--- src/rtl/perceptron_sequencer_if.sv ---
// ----------------------------------------------------------------------------
// perceptron_sequencer_if
// Sample/result handshake bundle between a sample producer (master) and the
// perceptron sequencer (slave).
//   in_valid/in_ready    : sample handshake; in_x, in_train, in_target ride it
//   out_valid/out_ready  : result handshake; out_predict, out_sum, out_updated
// ----------------------------------------------------------------------------
interface perceptron_sequencer_if #(
   parameter int SUM_W = 21
);
   logic                    in_valid;
   logic                    in_ready;
   logic [15:0]             in_x;
   logic                    in_train;
   logic                    in_target;
   logic                    out_valid;
   logic                    out_ready;
   logic                    out_predict;
   logic signed [SUM_W-1:0] out_sum;
   logic                    out_updated;

   modport master (
      output in_valid, in_x, in_train, in_target, out_ready,
      input  in_ready, out_valid, out_predict, out_sum, out_updated
   );

   modport slave (
      input  in_valid, in_x, in_train, in_target, out_ready,
      output in_ready, out_valid, out_predict, out_sum, out_updated
   );
endinterface

--- src/rtl/perceptron_sequencer.sv ---
// ----------------------------------------------------------------------------
// perceptron_sequencer
// Sequencing and training controller for a 16-input perceptron. Holds the
// bias plus 16 weights, evaluates each sample serially with one adder
// (17 cycles), optionally applies the perceptron learning rule (17 cycles),
// then presents the result until it is consumed.
//   clk, rst        : clock, asynchronous active-high reset
//   wr_en/addr/data : weight write port (IDLE only); addr 0 = bias, 1..16 = w
//   bus (slave)     : sample and result valid/ready handshakes
//   weights         : packed register file, bias in [15:0]
//   busy            : controller is not idle
//   err_count       : training mismatches, saturating; clr_stats clears it
// ----------------------------------------------------------------------------
module perceptron_sequencer #(
   parameter int LR    = 1,
   parameter int SUM_W = 21
) (
   input  logic                   clk,
   input  logic                   rst,
   input  logic                   wr_en,
   input  logic [4:0]             wr_addr,
   input  logic [15:0]            wr_data,
   perceptron_sequencer_if.slave  bus,
   output logic [271:0]           weights,
   output logic                   busy,
   output logic [15:0]            err_count,
   input  logic                   clr_stats
);
   typedef enum logic [1:0] {IDLE, ACCUM, UPDATE, RESP} state_t;

   localparam logic [4:0]         LAST_IDX = 5'd16;
   localparam logic signed [16:0] LR_POS   = 17'(LR);
   localparam logic signed [16:0] LR_NEG   = -LR_POS;

   state_t                  state, state_next;
   logic signed [15:0]      rf [0:16];     // rf[0] = bias, rf[k+1] = w[k]
   logic [4:0]              idx;
   logic signed [SUM_W-1:0] acc;
   logic [16:0]             x_q;           // {x, 1}: bit 0 lets the bias join every pass
   logic                    train_q;
   logic                    target_q;
   logic signed [SUM_W-1:0] sum_q;
   logic                    predict_q;
   logic                    updated_q;

   logic                    accept;
   logic                    last;
   logic signed [SUM_W-1:0] term;
   logic signed [SUM_W-1:0] acc_next;
   logic                    predict_next;
   logic                    mismatch;
   logic signed [16:0]      upd_raw;
   logic signed [15:0]      upd_sat;

   // Shared datapath: one accumulate term and one saturating weight update,
   // both selected by idx.
   // NOTE: every always_comb output gets a default first so no path can
   // leave it unassigned and infer a latch.
   always_comb begin
      term         = '0;
      if (x_q[idx]) term = {{(SUM_W-16){rf[idx][15]}}, rf[idx]};
      acc_next     = acc + term;
      predict_next = (acc_next > 0);
      mismatch     = train_q && (predict_next != target_q);
      last         = (idx == LAST_IDX);

      // 17-bit headroom holds any 16-bit weight plus or minus LR.
      upd_raw = 17'({rf[idx][15], rf[idx]}) + (target_q ? LR_POS : LR_NEG);
      upd_sat = upd_raw[15:0];
      if (upd_raw > 17'sh07FFF)       upd_sat = 16'sh7FFF;
      else if (upd_raw < -17'sh08000) upd_sat = 16'sh8000;
   end

   // NOTE: sequential state uses non-blocking assignments so every register
   // samples the pre-edge values, independent of statement order.
   always_ff @(posedge clk or posedge rst) begin
      if (rst) state <= IDLE;
      else     state <= state_next;
   end

   always_comb begin
      state_next    = state;
      accept        = 1'b0;
      bus.in_ready  = 1'b0;
      bus.out_valid = 1'b0;
      case (state)
         IDLE: begin
            // A weight write owns the cycle; samples wait.
            bus.in_ready = !wr_en && !rst;
            accept       = bus.in_valid && !wr_en && !rst;
            if (accept) state_next = ACCUM;
         end
         ACCUM: begin
            if (last) state_next = mismatch ? UPDATE : RESP;
         end
         UPDATE: begin
            if (last) state_next = RESP;
         end
         RESP: begin
            bus.out_valid = 1'b1;
            if (bus.out_ready) state_next = IDLE;
         end
         default: state_next = IDLE;
      endcase
   end

   // NOTE: the register file is flops, not a RAM, and must come out of reset
   // at zero, so it is cleared in the reset branch like any other register.
   always_ff @(posedge clk or posedge rst) begin
      if (rst) begin
         for (int i = 0; i < 17; i++) rf[i] <= '0;
         idx       <= '0;
         acc       <= '0;
         x_q       <= '0;
         train_q   <= 1'b0;
         target_q  <= 1'b0;
         sum_q     <= '0;
         predict_q <= 1'b0;
         updated_q <= 1'b0;
      end else begin
         case (state)
            IDLE: begin
               if (wr_en && (wr_addr <= LAST_IDX)) rf[wr_addr] <= wr_data;
               if (accept) begin
                  x_q      <= {bus.in_x, 1'b1};
                  train_q  <= bus.in_train;
                  target_q <= bus.in_target;
                  idx      <= '0;
                  acc      <= '0;
               end
            end
            ACCUM: begin
               acc <= acc_next;
               idx <= last ? 5'd0 : idx + 5'd1;
               if (last) begin
                  sum_q     <= acc_next;
                  predict_q <= predict_next;
                  updated_q <= mismatch;
               end
            end
            UPDATE: begin
               if (x_q[idx]) rf[idx] <= upd_sat;
               idx <= last ? 5'd0 : idx + 5'd1;
            end
            default: ;
         endcase
      end
   end

   // Counted on the last update cycle; a same-cycle clear wins.
   always_ff @(posedge clk or posedge rst) begin
      if (rst)                                           err_count <= '0;
      else if (clr_stats)                                err_count <= '0;
      else if (state == UPDATE && last && err_count != 16'hFFFF) err_count <= err_count + 16'd1;
   end

   for (genvar i = 0; i < 17; i++) begin : g_weights
      assign weights[16*i +: 16] = rf[i];
   end

   assign busy            = (state != IDLE);
   assign bus.out_sum     = sum_q;
   assign bus.out_predict = predict_q;
   assign bus.out_updated = updated_q;
endmodule

--- src/flat_wrapper.sv ---
// flat-port wrapper written by rule: the top's interface ports become plain ports
module perceptron_sequencer_flat 
#(
   parameter int LR    = 1,
   parameter int SUM_W = 21
)
  (clk, rst, wr_en, wr_addr, wr_data, weights, busy, err_count, clr_stats, bus_in_valid, bus_in_x, bus_in_train, bus_in_target, bus_out_ready, bus_in_ready, bus_out_valid, bus_out_predict, bus_out_sum, bus_out_updated);
  perceptron_sequencer_if #(.SUM_W(SUM_W)) bus_i ();
  input  logic clk;
  input  logic rst;
  input  logic wr_en;
  input  logic [4:0] wr_addr;
  input  logic [15:0] wr_data;
  output logic [271:0] weights;
  output logic busy;
  output logic [15:0] err_count;
  input  logic clr_stats;
  input wire logic [$bits(bus_i.in_valid)-1:0] bus_in_valid;
  input wire logic [$bits(bus_i.in_x)-1:0] bus_in_x;
  input wire logic [$bits(bus_i.in_train)-1:0] bus_in_train;
  input wire logic [$bits(bus_i.in_target)-1:0] bus_in_target;
  input wire logic [$bits(bus_i.out_ready)-1:0] bus_out_ready;
  output wire logic [$bits(bus_i.in_ready)-1:0] bus_in_ready;
  output wire logic [$bits(bus_i.out_valid)-1:0] bus_out_valid;
  output wire logic [$bits(bus_i.out_predict)-1:0] bus_out_predict;
  output wire logic [$bits(bus_i.out_sum)-1:0] bus_out_sum;
  output wire logic [$bits(bus_i.out_updated)-1:0] bus_out_updated;
  assign bus_i.in_valid = bus_in_valid;
  assign bus_i.in_x = bus_in_x;
  assign bus_i.in_train = bus_in_train;
  assign bus_i.in_target = bus_in_target;
  assign bus_i.out_ready = bus_out_ready;
  assign bus_in_ready = bus_i.in_ready;
  assign bus_out_valid = bus_i.out_valid;
  assign bus_out_predict = bus_i.out_predict;
  assign bus_out_sum = bus_i.out_sum;
  assign bus_out_updated = bus_i.out_updated;
  perceptron_sequencer #(.LR(LR), .SUM_W(SUM_W)) u_core (.clk(clk), .rst(rst), .wr_en(wr_en), .wr_addr(wr_addr), .wr_data(wr_data), .bus(bus_i), .weights(weights), .busy(busy), .err_count(err_count), .clr_stats(clr_stats));
endmodule
--- config.mk ---
export PLATFORM = sky130hd
export DESIGN_NAME = perceptron_sequencer_flat
export DESIGN_NICKNAME = d
export VERILOG_FILES = /design/src/rtl/perceptron_sequencer_if.sv /design/src/rtl/perceptron_sequencer.sv /design/src/flat_wrapper.sv
export SDC_FILE = /design/constraint.sdc
export NUM_CORES = 1
export LEC_CHECK = 0
export CAP_MARGIN = 30
export CORE_MARGIN = 5
export CORE_UTILIZATION = 50
export CTS_CLUSTER_DIAMETER = 60
export DETAILED_ROUTE_END_ITERATION = 8
export PLACE_DENSITY = 0.76
export SLEW_MARGIN = 20
export SYNTH_ARGS = -nofsm -noshare
export SYNTH_HDL_FRONTEND = slang
export SYNTH_SLANG_ARGS = --single-unit
--- constraint.sdc ---
create_clock -name clk -period 14.1 [get_ports clk]
set_clock_uncertainty 0.2 [all_clocks]
set_input_delay 1.41 -clock clk [delete_from_list [all_inputs] [get_ports clk]]
set_output_delay 1.41 -clock clk [all_outputs]
set_load 0.03 [all_outputs]
==> results of run 1 <==
## critical path, delay by kind of cell, from the launching register on
family / cells / cell delay [ps]
compound gates: 10 / 2940
fa+ha+maj: 1 / 310
buf+inv: 3 / 1470
flops: 1 / 780
mux: 1 / 600
simple gates: 2 / 410
## path summary, 6_finish.rpt
kind                                     from                   to  cells after the start
worst max-delay path            u_core.idx[0]  u_core.weights[154]                     17
worst min-delay path            u_core.x_q[0]        u_core.x_q[0]                      1
worst max register to register  u_core.idx[0]  u_core.weights[154]                     17
worst min register to register  u_core.x_q[0]        u_core.x_q[0]                      1
max in group asynchronous                 rst   u_core.weights[39]                      4
min in group asynchronous                 rst       u_core.train_q                      2
## flip-flops by register name, indices dropped and copies added, names as in the netlist
name / count
u_core.weights: 272
u_core.acc: 21
u_core.bus.out_sum: 21
u_core.x_q: 17
u_core.err_count: 16
u_core.idx: 5
u_core.state: 2
u_core.bus.out_predict: 1
u_core.bus.out_updated: 1
u_core.target_q: 1
u_core.train_q: 1
## kinds of logic (layout without fill, tap and decap cells)
group / count (synthesis) / after routing / share of synthesized area
AO/OA/AOI/OAI: 791 / 791 / 0.220
XOR/XNOR: 31 / 31 / 0.0132
adder cells (fa/ha/maj): 47 / 47 / 0.0285
buffers and inverters: 213 / 515 / 0.0443
flip-flops: 358 / 358 / 0.425
multiplexers: 121 / 121 / 0.0981
other: 0 / 1 / 0
AND/OR/NAND/NOR: 821 / 821 / 0.171
## power by group through the flow
stage | Clock (µW) | Sequential, µW | Combinational (µW)
5_1_grt | 1130 | 1470 | 2960
4_1_cts | 1080 | 1450 | 2730
6_report | 1080 | 1450 | 2850
2_1_floorplan | 0 | 1570 | 1610
3_5_place_dp | 0 | 1460 | 2710
3_3_place_gp | 0 | 1460 | 2660
## stage by stage
| stage | total power, µW | hold WS (ps) | std cells | instance area (µm²) |
|---|---|---|---|---|
| floorplan | 3170 | 235 | 2382 | 21100 |
| global placement | 4120 | 260 | 3115 | 24700 |
| detailed placement | 4180 | 265 | 3127 | 24900 |
| finish | 5390 | 267 | 3224 | 26500 |
| global route | 5550 | 283 | 3224 | 26500 |
| CTS | 5260 | 276 | 3203 | 26200 |
## final cells by class
cell class              count  area, µm²  area share
diodes                      1       2.50   0.0000943
clock buffers              64       1260      0.0474
clock inverters            12       88.8     0.00335
inverters                  31        124     0.00467
multi-input cells        1811      11200       0.423
flip-flops and latches    358       8970       0.338
well taps                 539        674      0.0254
repair buffers            408       4210       0.159
## placed cells by master, fill, tap and decap left out, types with 16 or more instances in the layout
| cell type | instances |
|---|---|
| a21o_1 | 17 |
| a21oi_1 | 245 |
| a22o_1 | 20 |
| a22oi_1 | 40 |
| and2_1 | 16 |
| buf_4 | 19 |
| buf_8 | 19 |
| clkbuf_16 | 44 |
| clkdlybuf4s50_1 | 358 |
| dfrtp_1 | 356 |
| ha_1 | 44 |
| inv_1 | 29 |
| mux2_2 | 45 |
| mux4_2 | 64 |
| nand2_1 | 367 |
| nand2b_1 | 23 |
| nand3_1 | 27 |
| nor2_1 | 255 |
| nor2_2 | 16 |
| nor2b_1 | 35 |
| o21ai_0 | 274 |
| o21ai_1 | 76 |
| o22a_1 | 32 |
## routing by layer
| layer | up-vias | GRT usage | part of all wire | wire, µm |
|---|---|---|---|---|
| met2 | 1576 | 0.524 | 0.43 | 37100 |
| met5 | - | 0 | 0.00031 | 27 |
| met3 | 264 | 0.118 | 0.13 | 11800 |
| met1 | 10100 | 0.493 | 0.38 | 33100 |
| li1 | 8997 | - | - | - |
| met4 | 4 | 0.183 | 0.061 | 5320 |
==> reports/metrics.csv, run 1 <==
stage,metric,value,unit
yosys,Ys Warns,0,
global_route,first-pass GRT wire length,129,mm
floorplan,initial core utilization,0.504,
worst_setup_path,sequence of cells on the critical path,buf_4 > mux4_2 > a22o_1 > a222oi_1 > fa_1 > and2b_1 > o21bai_1 > a211oi_1 > o21ai_0 > a21oi_1 > a31oi_2 > buf_4 > and2_1 > buf_4 > o31a_1 > o21ai_1 > a22o_1,
detailed_routing,routed wire length,87.3,mm
pwr,clock network power share,0.201,
worst_setup_path,Critical-path top delay cell,o31a_1,
clocking,Sink Count,358,
clocking,H-tree levels,2,
yosys,register bit total from synthesis,358,
place,GPL Wtd Cong,0.976,
hold_path,Hold Crit Class,register to register,
worst_setup_path,top fanout value on the critical path,45,
detailed_routing,DR WL/cell,27.1,µm
pwr,pwr/cell area,203,mW/mm²
pwr,Psw,2680,µW
global_route,vias in the first global route,20300,
clocking,deepest clock path buffer count,3,
floorplan,die area,0.0464,mm²
yosys,Syn Area/Cell,8.85,µm²
floorplan,Die Span X,215,µm
detailed_routing,DR pass1 iterations,6,
global_route,initial antenna violation count,4,
timing,max-slew violations,0,
clocking,CTS root buf,clkbuf_16,
timing,Final Hold Fails,0,
global_route,Overflow after GRT,0,
yosys,list of most frequent post-synthesis cells,"nand2_1 (367), dfrtp_1 (358), o21ai_0 (275)",
timing,setup violators final,0,
detailed_routing,Initial DRC Count,3009,
floorplan,core area,0.0419,mm²
finish,"Area growth, synth to finish",25.8,%
yosys,syn_nets,2473,
timing,Fmax,0.145,GHz
floorplan,# rows,75,
detailed_routing,Vias/cell,6.50,
clocking,insertion delay to the later sink of the worst-skew pair,600,ps
yosys,Syn Std Cell Area,0.0211,mm²
yosys,Mapped Cells,2382,
run,Max-Cap Viols,0,
finish,share of cells above drive strength 1,0.102,
yosys,"EDFF count, synth",0,
pwr,internal power,2710,µW
timing,Worst-Margin Slew,1090,ps
worst_setup_path,CP dominant cell by count,buf_4,
finish,post-layout net count,2744,
status,status,finished clean,
timing,worst setup margin,7210,ps
clocking,number of gates resized after cts,0,
timing,final period utilization,0.489,
detailed_routing,Vias,21000,
place,DP HPWL,61.8,mm
pwr,switching share of power,0.498,
floorplan,Boundary Pins,359,
clocking,CTS tree,built,
yosys,Area contributors post-synth,"dfrtp_1 (42%), mux4_2 (6.8%), nand2_1 (6.5%)",
pwr,maximum VDD drop,191,µV
pwr,power share of the combinational group,0.529,
yosys,ys async rst share,1.00,
worst_setup_path,R2R setup slack,7210,ps
finish,final core area utilization,0.634,
pwr,Reg power frac,0.270,
timing,RSZ-0062 raised after global routing,false,
detailed_routing,DRC,0,
detailed_routing,Final ANT Viol Nets,0,
yosys,"count leader, synth",nand2_1,
clocking,Post-CTS Setup Bufs,0,
global_route,Tot GR Track Use,0.363,
floorplan,Die Height,215,µm
yosys,main flop type after synthesis,dfrtp_1,
pwr,P_leak,0.0109,µW
worst_setup_path,critical path endpoint category,register,
worst_setup_path,CP startpoint kind,register,
timing,Tmin final,6890,ps
worst_setup_path,Crit Path Class,register to register,
yosys,post-synthesis cell type count,79,
place,I/O Buffers,358,
yosys,cell taking the most area after synthesis,dfrtp_1,
clocking,clock transition at the registers of the reported paths,60,ps
clocking,hold_buf cts,0,
global_route,largest net degree at the start of global routing,139,
worst_setup_path,Worst path max stage delay,820,ps
clocking,CTS buffer count,43,
timing,Fin Setup TNS,0,ps
timing,Slew headroom,0.276,
yosys,"Seq/Total Area, Yosys",0.425,
place,dpl ws,7330,ps
finish,fill count,3464,
yosys,post-synth top area share,0.425,
worst_setup_path,arrival time at the worst endpoint,7170,ps
worst_setup_path,WP data required,14380,ps
Note: power is estimated with default switching activity, not from simulation.
==> run 2, diff against run 1 <==
Settings changed: CORE_UTILIZATION 50 to 49, PLACE_DENSITY 0.76 to 0.78.
Clock period 14.1 ns to 6.03 ns, I/O delays scaled along.
==> reports/metrics.csv, run 2 (synthesis results as in run 1) <==
stage,metric,value,unit,change
status,status,finished clean,,
global_route,vias in the first global route,20300,,+0.46%
worst_setup_path,CP Buf/Inv Count,3,,unchanged
worst_setup_path,critical path endpoint category,register,,
pwr,pwr/cell area,487,mW/mm²,+140%
finish,"commonest non-fill, non-tap cell in the layout",nand2_1,,
worst_setup_path,Crit Path Class,register to register,,
place,I/O Buffers,358,,unchanged
detailed_routing,Initial DRC Count,3135,,+4.2%
floorplan,initial core utilization,0.493,,-0.0111
run,Max-Cap Viols,0,,unchanged
worst_setup_path,sequence of cells on the critical path,buf_4 > mux4_2 > nand2_1 > nand2_1 > a221oi_2 > buf_4 > nor2_1 > ha_1 > inv_1 > fa_1 > nor2b_1 > o31a_1 > o21a_1 > nor4_1 > a21oi_1 > xnor2_1 > nand4_1 > or4_1 > o2111ai_1 > a21oi_1,,
clocking,Sink Count,358,,unchanged
clocking,CTS root buf,clkbuf_16,,
worst_setup_path,"CP delay by family, top",simple AND/OR/NAND/NOR gates,,
timing,Worst-Margin Slew,1070,ps,-15.0 ps
clocking,H-tree levels,2,,unchanged
timing,RSZ-0062 raised after global routing,false,,
detailed_routing,DRC,0,,unchanged
worst_setup_path,CP startpoint kind,register,,
place,dpl ws,290,ps,-7040 ps
worst_setup_path,arrival time at the worst endpoint,6050,ps,-1120 ps
global_route,first-pass GRT wire length,129,mm,-0.43%
floorplan,Die Span X,217,µm,+0.97%
timing,final period utilization,0.961,,+0.472
detailed_routing,Vias,21100,,+0.75%
pwr,P_leak,0.0112,µW,+2.9%
place,GPL Wtd Cong,1.02,,+4.9%
finish,post-layout net count,2780,,+1.3%
floorplan,Die Height,217,µm,+0.97%
timing,Final Hold Fails,0,,unchanged
floorplan,Boundary Pins,359,,unchanged
timing,Fin Setup TNS,0,ps,unchanged
hold_path,Hold Crit Class,register to register,,
timing,worst setup margin,236,ps,-6970 ps
timing,setup violators final,0,,unchanged
global_route,Overflow after GRT,0,,unchanged
pwr,maximum VDD drop,388,µV,+100%
global_route,largest net degree at the start of global routing,188,,+35%
floorplan,core area,0.0428,mm²,+2.2%
timing,Fmax,0.173,GHz,+19%
detailed_routing,routed wire length,87.8,mm,+0.55%
floorplan,die area,0.0473,mm²,+1.9%
detailed_routing,Final ANT Viol Nets,0,,unchanged
timing,max-slew violations,0,,unchanged
global_route,Tot GR Track Use,0.357,,-0.00574
worst_setup_path,top fanout value on the critical path,17,,-62%
detailed_routing,DR pass1 iterations,9,,+3
finish,"leading cell types in the layout, fill and taps excluded","nand2_1 (367), clkdlybuf4s50_1 (358), dfrtp_1 (356)",,
finish,max reg flops,272,,unchanged
clocking,CTS tree,built,,
finish,"Area growth, synth to finish",28.5,%,
timing,Slew headroom,0.286,,+0.0100
finish,final core area utilization,0.633,,about the same
worst_setup_path,Worst path max stage delay,580,ps,-240 ps
worst_setup_path,Critical-path top delay cell,dfrtp_4,,
clocking,CTS buffer count,42,,-2.3%
clocking,clock transition at the registers of the reported paths,60,ps,about the same
global_route,initial antenna violation count,2,,-2
floorplan,# rows,76,,+1.3%
worst_setup_path,WP data required,6280,ps,-8100 ps
finish,share of cells above drive strength 1,0.117,,+0.0148
clocking,deepest clock path buffer count,3,,unchanged
place,DP HPWL,62.3,mm,+0.68%
timing,Tmin final,5790,ps,-1100 ps
clocking,insertion delay to the later sink of the worst-skew pair,600,ps,about the same
detailed_routing,DR WL/cell,26.9,µm,-0.80%
detailed_routing,Vias/cell,6.46,,-0.61%
run 2: cell types whose count changed in the layout (fill, tap and decap cells not counted), moves of 2 or more:
cell,previous run,this run
inv_6,3,1
bufinv_16,0,6
clkinv_2,6,8
buf_12,0,7
buf_4,19,50
buf_6,7,3
clkbuf_8,8,10
buf_16,4,7
clkbuf_1,12,5
run 2: worst reg2reg max path, delay by kind of cell, from the launching register on:
kind,cells,cell delay [ps]
simple gates,7,1720
compound gates,6,1200
buf+inv,3,670
flops,1,580
mux,1,580
fa+ha+maj,2,420
xor+xnor,1,310
run 2: where the power goes:
group	switching (µW)	internal, µW
registers	535	2810
logic	4760	2320
clock network	1090	1690
run 2: timing repair:
| action | in CTS | in global routing |
|---|---|---|
| hold buffers | 0 | 0 |
| gates resized for setup | 0 | 1 |
| endpoints found under the setup margin | 0 | 1 |
| buffers inserted | 0 | 1 |
run 2: layout make-up:
| cell class | instances | area (µm²) |
|---|---|---|
| Clock inverter | 18 | 265 |
| Timing Repair Buffer | 445 | 4620 |
| Fill cell | 3512 | 15700 |
| Multi-Input combinational cell | 1811 | 11200 |
| Sequential cell | 358 | 8970 |
| Tap cell | 546 | 683 |
| Antenna cell | 1 | 2.50 |
| Inverter | 31 | 120 |
| Clock buffer | 58 | 1230 |
run 2: layer usage:
layer	routed length [µm]	global-route usage	part of all wire	vias to the layer above
li1	-	-	-	9053
met5	13	0	0.00015	-
met3	12300	0.118	0.14	318
met2	37700	0.523	0.43	1693
met1	32400	0.477	0.37	10100
met4	5440	0.181	0.062	2
run 2: final timing paths:
kind	startpoint	endpoint	slack [ps]	cells past startpoint
hold reg to reg	u_core.x_q[0]	u_core.x_q[0]	260	1
min in group asynchronous	rst	u_core.bus.out_sum[20]	500	3
setup / recovery	u_core.idx[1]	u_core.state[0]	240	20
max in group asynchronous	rst	u_core.err_count[6]	4250	4
hold / removal	u_core.x_q[0]	u_core.x_q[0]	260	1
setup reg to reg	u_core.idx[1]	u_core.state[0]	240	20
run 2: through the flow:
step / std cells / total power (µW) / cell area [µm²] / hold slack [ps]
final: 3268 / 13200 / 27100 / 265
after global placement: 3159 / 9920 / 25100 / 253
after global routing: 3268 / 13600 / 27100 / 278
after CTS: 3249 / 12900 / 26800 / 265
after floorplan: 2382 / 7420 / 21100 / 235
after detailed placement: 3173 / 10000 / 25300 / 259
